### src/rtl/rs232_pkg.sv
// ---------------------------------------------------------------------------
// rs232_pkg
// Shared definitions for the RS-232 Avalon-MM slave.
//   - Register byte addresses on the 5-bit Avalon address bus.
//   - Bit positions inside the STATUS word.
//   - TX and RX state enumerations.
//   - status_word(): packs the STATUS flags into a 32-bit read word.
// ---------------------------------------------------------------------------
package rs232_pkg;

    localparam logic [4:0] RX_BASE     = 5'h00;
    localparam logic [4:0] TX_BASE     = 5'h04;
    localparam logic [4:0] STATUS_BASE = 5'h08;

    localparam int RX_OK_BIT     = 7;
    localparam int TX_OK_BIT     = 6;
    localparam int FRAME_ERR_BIT = 1;
    localparam int OVERRUN_BIT   = 0;

    typedef enum logic [1:0] {
        T_IDLE,
        T_START,
        T_DATA,
        T_STOP
    } tx_state_e;

    typedef enum logic [1:0] {
        R_IDLE,
        R_START,
        R_DATA,
        R_STOP
    } rx_state_e;

    // Every bit that is not a named flag reads as zero.
    function automatic logic [31:0] status_word(
        input logic rx_ok,
        input logic tx_ok,
        input logic frame_err,
        input logic overrun
    );
        logic [31:0] w;
        w                = '0;
        w[RX_OK_BIT]     = rx_ok;
        w[TX_OK_BIT]     = tx_ok;
        w[FRAME_ERR_BIT] = frame_err;
        w[OVERRUN_BIT]   = overrun;
        return w;
    endfunction

endpackage

### src/rtl/rs232_avm_slave_byte_fifo.sv
// ---------------------------------------------------------------------------
// byte_fifo
// Small synchronous byte FIFO. It is used once for RX and once for TX.
// Ports:
//   clk, rst_n       clock and asynchronous active-low reset
//   push, push_data  write request and data.
//                    A push into a full FIFO is dropped, unless a pop
//                    happens in the same cycle.
//   pop              read request. It is ignored when the FIFO is empty.
//   head             oldest entry. It is valid while empty is low.
//   empty, full      fill-level flags
// A push and a pop may happen in the same cycle at any fill level.
// When the FIFO is full, a simultaneous push and pop leave it full.
// ---------------------------------------------------------------------------
module byte_fifo #(
    parameter int DEPTH = 4
) (
    input  logic       clk,
    input  logic       rst_n,
    input  logic       push,
    input  logic [7:0] push_data,
    input  logic       pop,
    output logic [7:0] head,
    output logic       empty,
    output logic       full
);

    localparam int AW = $clog2(DEPTH);
    localparam int CW = AW + 1;

    logic [7:0]    mem [DEPTH];
    logic [AW-1:0] wr_ptr_q, wr_ptr_d;
    logic [AW-1:0] rd_ptr_q, rd_ptr_d;
    logic [CW-1:0] count_q, count_d;
    logic          do_push;
    logic          do_pop;

    assign empty = (count_q == '0);
    assign full  = (count_q == CW'(DEPTH));
    assign head  = mem[rd_ptr_q];

    always_comb begin
        do_pop   = pop & ~empty;
        // A slot freed by a pop in the same cycle can take the new byte.
        do_push  = push & (~full | do_pop);
        // DEPTH is a power of two, so the pointers wrap on their own.
        wr_ptr_d = wr_ptr_q + AW'(do_push);
        rd_ptr_d = rd_ptr_q + AW'(do_pop);
        count_d  = count_q + CW'(do_push) - CW'(do_pop);
    end

    always_ff @(posedge clk or negedge rst_n) begin
        if (!rst_n) begin
            wr_ptr_q <= '0;
            rd_ptr_q <= '0;
            count_q  <= '0;
        end else begin
            wr_ptr_q <= wr_ptr_d;
            rd_ptr_q <= rd_ptr_d;
            count_q  <= count_d;
        end
    end

    // The storage array has no reset. Entries are only read after being written.
    always_ff @(posedge clk) begin
        if (do_push) begin
            mem[wr_ptr_q] <= push_data;
        end
    end

endmodule

### src/rtl/rs232_avm_slave.sv
// ---------------------------------------------------------------------------
// rs232_avm_slave
// Avalon-MM slave UART with polled byte registers. Frames are 8N1, LSB first.
// Register map:
//   RX at 0x0
//   TX at 0x4
//   STATUS at 0x8
// Ports:
//   avm_clk, avm_rst_n   clock and asynchronous active-low reset
//   avm_address          byte address
//   avm_read, avm_write  requests. The master holds each one until it is accepted.
//   avm_writedata        bits [7:0] carry the TX byte
//   avm_readdata         registered read data
//   avm_waitrequest      stall. Every access gets exactly one wait state.
//   uart_rxd             asynchronous serial input, idle high
//   uart_txd             registered serial output, idle high
// ---------------------------------------------------------------------------
module rs232_avm_slave
    import rs232_pkg::*;
#(
    parameter int CLK_HZ     = 50_000_000,
    parameter int BAUD       = 115200,
    parameter int FIFO_DEPTH = 4
) (
    input  logic        avm_clk,
    input  logic        avm_rst_n,
    input  logic [4:0]  avm_address,
    input  logic        avm_read,
    input  logic        avm_write,
    input  logic [31:0] avm_writedata,
    output logic [31:0] avm_readdata,
    output logic        avm_waitrequest,
    input  logic        uart_rxd,
    output logic        uart_txd
);

    localparam int DIV   = CLK_HZ / BAUD;
    localparam int HALF  = DIV / 2;
    localparam int CNT_W = $clog2(DIV);

    // ---------------- bus registers ----------------
    logic        ack_q, ack_d;
    logic [31:0] readdata_q, readdata_d;
    logic        rx_snap_q, rx_snap_d;    // the RX read snapshot held a real byte
    logic        frame_err_q, frame_err_d;
    logic        overrun_q, overrun_d;

    // ---------------- TX engine ----------------
    tx_state_e        tx_state_q, tx_state_d;
    logic [CNT_W-1:0] tx_cnt_q, tx_cnt_d;
    logic [2:0]       tx_bit_q, tx_bit_d;
    logic [7:0]       tx_shift_q, tx_shift_d;
    logic             txd_q, txd_d;

    // ---------------- RX engine ----------------
    logic             rx_sync1_q, rx_sync2_q, rx_prev_q;
    rx_state_e        rx_state_q, rx_state_d;
    logic [CNT_W-1:0] rx_cnt_q, rx_cnt_d;
    logic [2:0]       rx_bit_q, rx_bit_d;
    logic [7:0]       rx_shift_q, rx_shift_d;

    // ---------------- FIFO handshakes ----------------
    logic       rx_push, rx_pop, rx_empty, rx_full;
    logic [7:0] rx_head;
    logic       tx_push, tx_pop, tx_empty, tx_full;
    logic [7:0] tx_head;

    logic        req, accept, st_clear, fe_set, ov_set;
    logic [31:0] rd_mux;
    logic        tx_last, rx_last, rx_half;
    logic        rx_fall;
    logic [23:0] unused_writedata;

    assign unused_writedata = avm_writedata[31:8];

    byte_fifo #(.DEPTH(FIFO_DEPTH)) u_rx_fifo (
        .clk       (avm_clk),
        .rst_n     (avm_rst_n),
        .push      (rx_push),
        .push_data (rx_shift_q),
        .pop       (rx_pop),
        .head      (rx_head),
        .empty     (rx_empty),
        .full      (rx_full)
    );

    byte_fifo #(.DEPTH(FIFO_DEPTH)) u_tx_fifo (
        .clk       (avm_clk),
        .rst_n     (avm_rst_n),
        .push      (tx_push),
        .push_data (avm_writedata[7:0]),
        .pop       (tx_pop),
        .head      (tx_head),
        .empty     (tx_empty),
        .full      (tx_full)
    );

    assign avm_readdata = readdata_q;
    assign uart_txd     = txd_q;

    // ---------------- bus decode ----------------
    // In the first request cycle, ack is set and the read word is snapshotted.
    // In the second cycle (the accept cycle), the master proceeds and side effects happen.
    always_comb begin
        req             = avm_read | avm_write;
        accept          = req & ack_q;
        avm_waitrequest = req & ~ack_q;
        ack_d           = req & ~ack_q;

        unique case (avm_address)
            RX_BASE:     rd_mux = rx_empty ? 32'd0 : {24'd0, rx_head};
            STATUS_BASE: rd_mux = status_word(~rx_empty, ~tx_full, frame_err_q, overrun_q);
            default:     rd_mux = 32'd0;
        endcase

        readdata_d = readdata_q;
        rx_snap_d  = rx_snap_q;
        if (avm_read && !ack_q) begin
            readdata_d = rd_mux;
            rx_snap_d  = (avm_address == RX_BASE) & ~rx_empty;
        end

        // A pop follows the snapshot.
        // A byte that arrives between the wait cycle and the accept cycle is not lost.
        rx_pop   = accept & avm_read & (avm_address == RX_BASE) & rx_snap_q;
        st_clear = accept & avm_read & (avm_address == STATUS_BASE);
        tx_push  = accept & avm_write & (avm_address == TX_BASE);
    end

    // ---------------- TX FSM ----------------
    always_comb begin
        tx_state_d = tx_state_q;
        tx_cnt_d   = tx_cnt_q + 1'b1;
        tx_bit_d   = tx_bit_q;
        tx_shift_d = tx_shift_q;
        txd_d      = txd_q;
        tx_pop     = 1'b0;
        tx_last    = (tx_cnt_q == CNT_W'(DIV - 1));

        unique case (tx_state_q)
            T_IDLE: begin
                tx_cnt_d = '0;
                txd_d    = 1'b1;
                if (!tx_empty) begin
                    tx_pop     = 1'b1;
                    tx_shift_d = tx_head;
                    tx_state_d = T_START;
                    txd_d      = 1'b0;
                end
            end
            T_START: begin
                if (tx_last) begin
                    tx_cnt_d   = '0;
                    tx_bit_d   = '0;
                    tx_state_d = T_DATA;
                    txd_d      = tx_shift_q[0];
                end
            end
            T_DATA: begin
                if (tx_last) begin
                    tx_cnt_d = '0;
                    if (tx_bit_q == 3'd7) begin
                        tx_state_d = T_STOP;
                        txd_d      = 1'b1;
                    end else begin
                        tx_bit_d   = tx_bit_q + 3'd1;
                        tx_shift_d = {1'b0, tx_shift_q[7:1]};
                        txd_d      = tx_shift_q[1];
                    end
                end
            end
            T_STOP: begin
                if (tx_last) begin
                    tx_cnt_d = '0;
                    // Load the next byte straight from the stop bit.
                    // This leaves no idle gap between frames.
                    if (!tx_empty) begin
                        tx_pop     = 1'b1;
                        tx_shift_d = tx_head;
                        tx_state_d = T_START;
                        txd_d      = 1'b0;
                    end else begin
                        tx_state_d = T_IDLE;
                        txd_d      = 1'b1;
                    end
                end
            end
            default: begin
                tx_state_d = T_IDLE;
                txd_d      = 1'b1;
            end
        endcase
    end

    // ---------------- RX FSM ----------------
    always_comb begin
        rx_state_d = rx_state_q;
        rx_cnt_d   = rx_cnt_q + 1'b1;
        rx_bit_d   = rx_bit_q;
        rx_shift_d = rx_shift_q;
        rx_push    = 1'b0;
        fe_set     = 1'b0;
        ov_set     = 1'b0;
        rx_fall    = rx_prev_q & ~rx_sync2_q;
        rx_last    = (rx_cnt_q == CNT_W'(DIV - 1));
        rx_half    = (rx_cnt_q == CNT_W'(HALF - 1));

        unique case (rx_state_q)
            R_IDLE: begin
                rx_cnt_d = '0;
                if (rx_fall) begin
                    rx_state_d = R_START;
                end
            end
            R_START: begin
                // At mid start bit, a high line means the edge was a glitch.
                if (rx_half) begin
                    rx_cnt_d   = '0;
                    rx_bit_d   = '0;
                    rx_state_d = rx_sync2_q ? R_IDLE : R_DATA;
                end
            end
            R_DATA: begin
                if (rx_last) begin
                    rx_cnt_d   = '0;
                    rx_shift_d = {rx_sync2_q, rx_shift_q[7:1]};
                    if (rx_bit_q == 3'd7) begin
                        rx_state_d = R_STOP;
                    end else begin
                        rx_bit_d = rx_bit_q + 3'd1;
                    end
                end
            end
            R_STOP: begin
                if (rx_last) begin
                    rx_cnt_d   = '0;
                    rx_state_d = R_IDLE;
                    if (!rx_sync2_q) begin
                        fe_set = 1'b1;
                    end else if (!rx_full || rx_pop) begin
                        rx_push = 1'b1;
                    end else begin
                        ov_set = 1'b1;
                    end
                end
            end
            default: rx_state_d = R_IDLE;
        endcase

        // When a set event and a clear happen together, the set event takes priority.
        frame_err_d = fe_set | (frame_err_q & ~st_clear);
        overrun_d   = ov_set | (overrun_q & ~st_clear);
    end

    // ---------------- state registers ----------------
    always_ff @(posedge avm_clk or negedge avm_rst_n) begin
        if (!avm_rst_n) begin
            ack_q       <= 1'b0;
            readdata_q  <= '0;
            rx_snap_q   <= 1'b0;
            frame_err_q <= 1'b0;
            overrun_q   <= 1'b0;
            tx_state_q  <= T_IDLE;
            tx_cnt_q    <= '0;
            tx_bit_q    <= '0;
            tx_shift_q  <= '0;
            txd_q       <= 1'b1;
            rx_sync1_q  <= 1'b1;
            rx_sync2_q  <= 1'b1;
            rx_prev_q   <= 1'b1;
            rx_state_q  <= R_IDLE;
            rx_cnt_q    <= '0;
            rx_bit_q    <= '0;
            rx_shift_q  <= '0;
        end else begin
            ack_q       <= ack_d;
            readdata_q  <= readdata_d;
            rx_snap_q   <= rx_snap_d;
            frame_err_q <= frame_err_d;
            overrun_q   <= overrun_d;
            tx_state_q  <= tx_state_d;
            tx_cnt_q    <= tx_cnt_d;
            tx_bit_q    <= tx_bit_d;
            tx_shift_q  <= tx_shift_d;
            txd_q       <= txd_d;
            rx_sync1_q  <= uart_rxd;
            rx_sync2_q  <= rx_sync1_q;
            rx_prev_q   <= rx_sync2_q;
            rx_state_q  <= rx_state_d;
            rx_cnt_q    <= rx_cnt_d;
            rx_bit_q    <= rx_bit_d;
            rx_shift_q  <= rx_shift_d;
        end
    end

endmodule

### config.mk
export PLATFORM = sky130hd
export DESIGN_NAME = rs232_avm_slave
export DESIGN_NICKNAME = d
export VERILOG_FILES = /design/src/rtl/rs232_pkg.sv /design/src/rtl/rs232_avm_slave_byte_fifo.sv /design/src/rtl/rs232_avm_slave.sv
export SDC_FILE = /design/constraint.sdc
export NUM_CORES = 1
export LEC_CHECK = 0
export CAP_MARGIN = 20
export CELL_PAD_IN_SITES_DETAIL_PLACEMENT = 0
export CELL_PAD_IN_SITES_GLOBAL_PLACEMENT = 2
export CORE_ASPECT_RATIO = 1.25
export CORE_MARGIN = 3
export CORE_UTILIZATION = 42
export CTS_CLUSTER_DIAMETER = 60
export CTS_CLUSTER_SIZE = 40
export DETAILED_ROUTE_END_ITERATION = 7
export GPL_TIMING_DRIVEN = 1
export PLACE_DENSITY_LB_ADDON = 0.1
export SLEW_MARGIN = 20
export SYNTH_ARGS = -nofsm -noshare
export SYNTH_HDL_FRONTEND = slang
export SYNTH_SLANG_ARGS = --single-unit
export TNS_END_PERCENT = 20
### constraint.sdc
create_clock -name avm_clk -period 5.67 [get_ports avm_clk]
set_clock_uncertainty 0.05 [all_clocks]
set_input_delay 1.134 -clock avm_clk [delete_from_list [all_inputs] [get_ports avm_clk]]
set_output_delay 1.134 -clock avm_clk [all_outputs]
set_load 0.05 [all_outputs]
==> out/results.md <==
| Item | Reported |
| --- | --- |
| Number of cell rows | 48 |
| Average size of a mapped cell | 14.4 um2 |
| Critical R2R Launch | rx_cnt_q[1] |
| Top flip-flop cell by instance count after synthesis | sky130_fd_sc_hd__dfrtp_1 |
| Number of maximum-capacitance constraint violations | 0 |
| DRC violation count after routing | 0 |
| Via count of the first global-routing pass | 3540 |
| Share of synthesized area occupied by flip-flops and latches | 0.612 |
| Element type at the critical path start | input pin |
| Number of buffers on the longest clock path | 2 |
| Proportion of netlist area held by the largest area contributor | 0.311 |
| Total setup buffers inserted after CTS | 0 |
| Initial DRC count | 140 |
| R2R Setup Slk | 3.04 ns |
| Horiz. Die Dim | 114 um |
| Measured slew at the worst slew-check pin | 0.990 ns |
| Final max-slew violation count | 0 |
| Routability Congestion | 0.732 |
| Share of post-route cells with drive strength above 1 | 0.190 |
| Final cycle utilization of the critical path | 0.698 |
| Number of buffers inserted for hold repair after clock tree synthesis | 0 |
| Post-layout minimum cycle time | 3.96 ns |
| YS warnings | 0 |
| Cell type with the largest total area after synthesis | sky130_fd_sc_hd__edfxtp_1 |
| Number of levels the H-tree was split into | 4 |
| Startpoint-to-endpoint class of the critical path | input pin to output pin |
| Number of instances in the synthesized netlist | 428 |
| Unrepaired setup endpoints after global routing | false |
| Final hold vios | 0 |
| Count of endpoints failing setup in the final report | 0 |
| Req. time, crit path | 4.49 ns |
| Reg-to-reg endpoint | u_rx_fifo.mem[3][7] |
| End-of-flow core utilization | 0.509 |
| Height of the die | 142 um |
| Aggregate routed wire length | 10800 um |
| Synthesized cell area | 0.00617 mm2 |
| Post-DR wirelength/cell | 16.4 um |
| Maximum number of pins on one net before global-route repair | 75 |
| Hold Path Origin | rx_sync1_q |
| Classification of the worst-slack hold path | flop to flop |
| Cells on Worst Hold Path | 0 |
| Fraction of power consumed by sequential logic | 0.421 |
| Growth of design area from synthesis to finish | 16.4% |
| CTS tree | done |
| Commonest non-fill, non-tap cell in the layout | sky130_fd_sc_hd__dfrtp_1 |
| FF+latch count, synth | 138 |
| Total Neg Setup Slack | 0 ns |
| Layout Nets | 536 |
| Via/cell ratio | 5.13 |
| Reported leakage power | 0.00302 uW |
| Overall Global Routing Usage | 0.147 |
| Area of the core | 0.0141 mm2 |
| Clock Sinks | 138 |
| Post-DP HPWL | 7270 um |
| Die area | 0.0162 mm2 |
| Number of different library cells in the post-synthesis netlist | 61 |
| Top library cells by usage in the layout, fill and taps aside | 70 x sky130_fd_sc_hd__dfrtp_1, 64 x sky130_fd_sc_hd__edfxtp_1, 32 x sky130_fd_sc_hd__nor2_1, 26 x sky130_fd_sc_hd__clkdlybuf4s50_1, 24 x sky130_fd_sc_hd__conb_1 |
| Internal power consumption | 2180 uW |
| Run status | finished clean |
| Remaining number of nets flagged by the antenna check after routing | 0 |
| Worst-path maximum fanout | 5 |
| Net load switching power | 891 uW |
| Overflow left after global routing | 0 |
| Antenna violations before repair | 0 |
| Number of port buffers | 27 |
| Cell at the root of the clock tree | sky130_fd_sc_hd__clkbuf_16 |
| Worst VDD drop | 0.000281 V |
| Number of placed I/O pins | 76 |
| Upper clock frequency limit | 253 MHz |
| Count of flip-flops with a built-in enable after synthesis | 64 |
| Via Count | 3375 |
| Power Density | 427 mW/mm2 |
| Share of async-settable or async-resettable flops after synthesis | 0.536 |
| Arrival time of the worst setup path | 2.78 ns |
| Cell types with the largest area share after synthesis | sky130_fd_sc_hd__edfxtp_1 31%, sky130_fd_sc_hd__dfrtp_1 28%, sky130_fd_sc_hd__mux4_2 5.8% |
| Worst-case reg-to-reg path depth | 7 |
| Switching fraction of total power | 0.291 |
| Clock latency of the later-clocked register in the worst-skew pair | 0.42 ns |
| Type of element capturing the critical path | output pin |
| Part of the total power dissipated in the clock network | 0.372 |
| Sink of the worst hold path | rx_sync2_q |
| Share of total power in combinational logic | 0.207 |
| Clock Pin Slew Worst Setup and Hold Paths | 0.06 ns |
| Resize count post-CTS | 0 |
| Total inserted antenna cells | 0 |
| Max-Slew Margin vs Limit | 0.340 |
| TritonCTS buffer count | 17 |
| TritonRoute pass-1 iters | 4 |
| Initial cell density of the core | 0.437 |
| Global-route wire length before repair | 18000 um |
==> cells by family after synthesis <==
group,Yosys count,synth area share
xor+xnor,23,0.0327
simple gates,109,0.101
buf+inv,54,0.0491
flops,138,0.612
other cells,1,0.000608
mux,42,0.110
compound gates,37,0.0434
fa+ha+maj,24,0.0511
==> per-stage QoR <==
step / setup WS, ns / cell area [um2] / total power, uW / hold WS (ns) / cells
after floorplan: 2.39 / 6260 / 1810 / 0.295 / 451
after global placement: 1.63 / 6570 / 1930 / 0.296 / 626
after detailed placement: 1.64 / 6570 / 1950 / 0.297 / 626
after CTS: 1.68 / 7180 / 3110 / 0.307 / 658
after global routing: 1.66 / 7180 / 3250 / 0.310 / 658
final: 1.71 / 7180 / 3070 / 0.307 / 658
==> layer usage <==
| metal | GRT usage | wire length [um] | vias to the layer above | share of wire |
|---|---|---|---|---|
| li1 | - | - | 1614 | - |
| met1 | 0.172 | 4490 | 1702 | 0.42 |
| met2 | 0.252 | 5830 | 49 | 0.54 |
| met3 | 0.0414 | 329 | 10 | 0.030 |
| met4 | 0.0607 | 163 | 0 | 0.015 |
| met5 | 0 | 0 | - | 0 |
==> power by group through the flow <==
stage / sequential (uW) / clock (uW) / combinational (uW)
2_1_floorplan: 1260 / 0 / 542
3_5_place_dp: 1310 / 0 / 642
3_3_place_gp: 1310 / 0 / 626
5_1_grt: 1320 / 1220 / 723
6_report: 1290 / 1140 / 636
4_1_cts: 1300 / 1170 / 649
==> worst max path at each step <==
stage | slack [ns] | endpoint | start
finish | 1.71 | avm_waitrequest | avm_read
global route | 1.66 | avm_waitrequest | avm_read
CTS | 1.68 | avm_waitrequest | avm_read
detailed placement | 1.64 | u_rx_fifo.count_q[2] | avm_address[4]
global placement | 1.63 | u_rx_fifo.count_q[2] | avm_address[4]
floorplan | 2.39 | u_rx_fifo.mem[1][0] | avm_address[4]
==> flip-flops by register name (all words and copies together), names as in the netlist, 8 cells and up, named ones only <==
register / cells
u_rx_fifo.mem: 32
rx_cnt_q: 9
tx_cnt_q: 9
rx_shift_q: 8
u_tx_fifo.mem: 32
avm_readdata: 8
tx_shift_q: 8
==> worst max-delay path: stages <==
cell                              delay, ns
sky130_fd_sc_hd__clkdlybuf4s50_1       0.61
sky130_fd_sc_hd__nor2_1                0.07
sky130_fd_sc_hd__nor2_1                0.13
sky130_fd_sc_hd__clkdlybuf4s50_1       0.83
==> Yosys cell counts (2+ instances only) <==
library cell,n
sky130_fd_sc_hd__dfrtp_1,70
sky130_fd_sc_hd__edfxtp_1,64
sky130_fd_sc_hd__nor2_1,32
sky130_fd_sc_hd__buf_4,24
sky130_fd_sc_hd__ha_1,22
sky130_fd_sc_hd__inv_1,20
sky130_fd_sc_hd__mux2_2,18
sky130_fd_sc_hd__nand2_1,18
sky130_fd_sc_hd__mux4_2,16
sky130_fd_sc_hd__xnor2_1,15
sky130_fd_sc_hd__nand3_1,10
sky130_fd_sc_hd__nor3_1,8
sky130_fd_sc_hd__o21ai_0,8
sky130_fd_sc_hd__xor2_1,8
sky130_fd_sc_hd__mux2_4,7
sky130_fd_sc_hd__nand4_1,7
sky130_fd_sc_hd__a22o_1,6
sky130_fd_sc_hd__clkbuf_1,6
sky130_fd_sc_hd__nor2b_1,5
sky130_fd_sc_hd__dfstp_2,4
sky130_fd_sc_hd__a21oi_1,3
sky130_fd_sc_hd__nand2b_1,3
sky130_fd_sc_hd__nand4b_1,3
sky130_fd_sc_hd__nor3b_1,3
sky130_fd_sc_hd__a211o_1,2
sky130_fd_sc_hd__a21boi_0,2
sky130_fd_sc_hd__a31oi_1,2
sky130_fd_sc_hd__and3_1,2
sky130_fd_sc_hd__buf_2,2
sky130_fd_sc_hd__fa_1,2
sky130_fd_sc_hd__nand4bb_1,2
sky130_fd_sc_hd__nor4_1,2
sky130_fd_sc_hd__nor4b_1,2
sky130_fd_sc_hd__o21a_1,2
sky130_fd_sc_hd__or4_1,2
==> cell type report <==
type / count / area (um2)
flip-flops and latches: 138 / 3780
clock inverters: 15 / 190
multi-input cells: 259 / 2170
repair buffers: 34 / 320
fillers: 1213 / 6930
well taps: 175 / 219
clock buffers: 17 / 425
inverters: 20 / 75.1
Note: power is estimated with default switching activity, not from simulation.
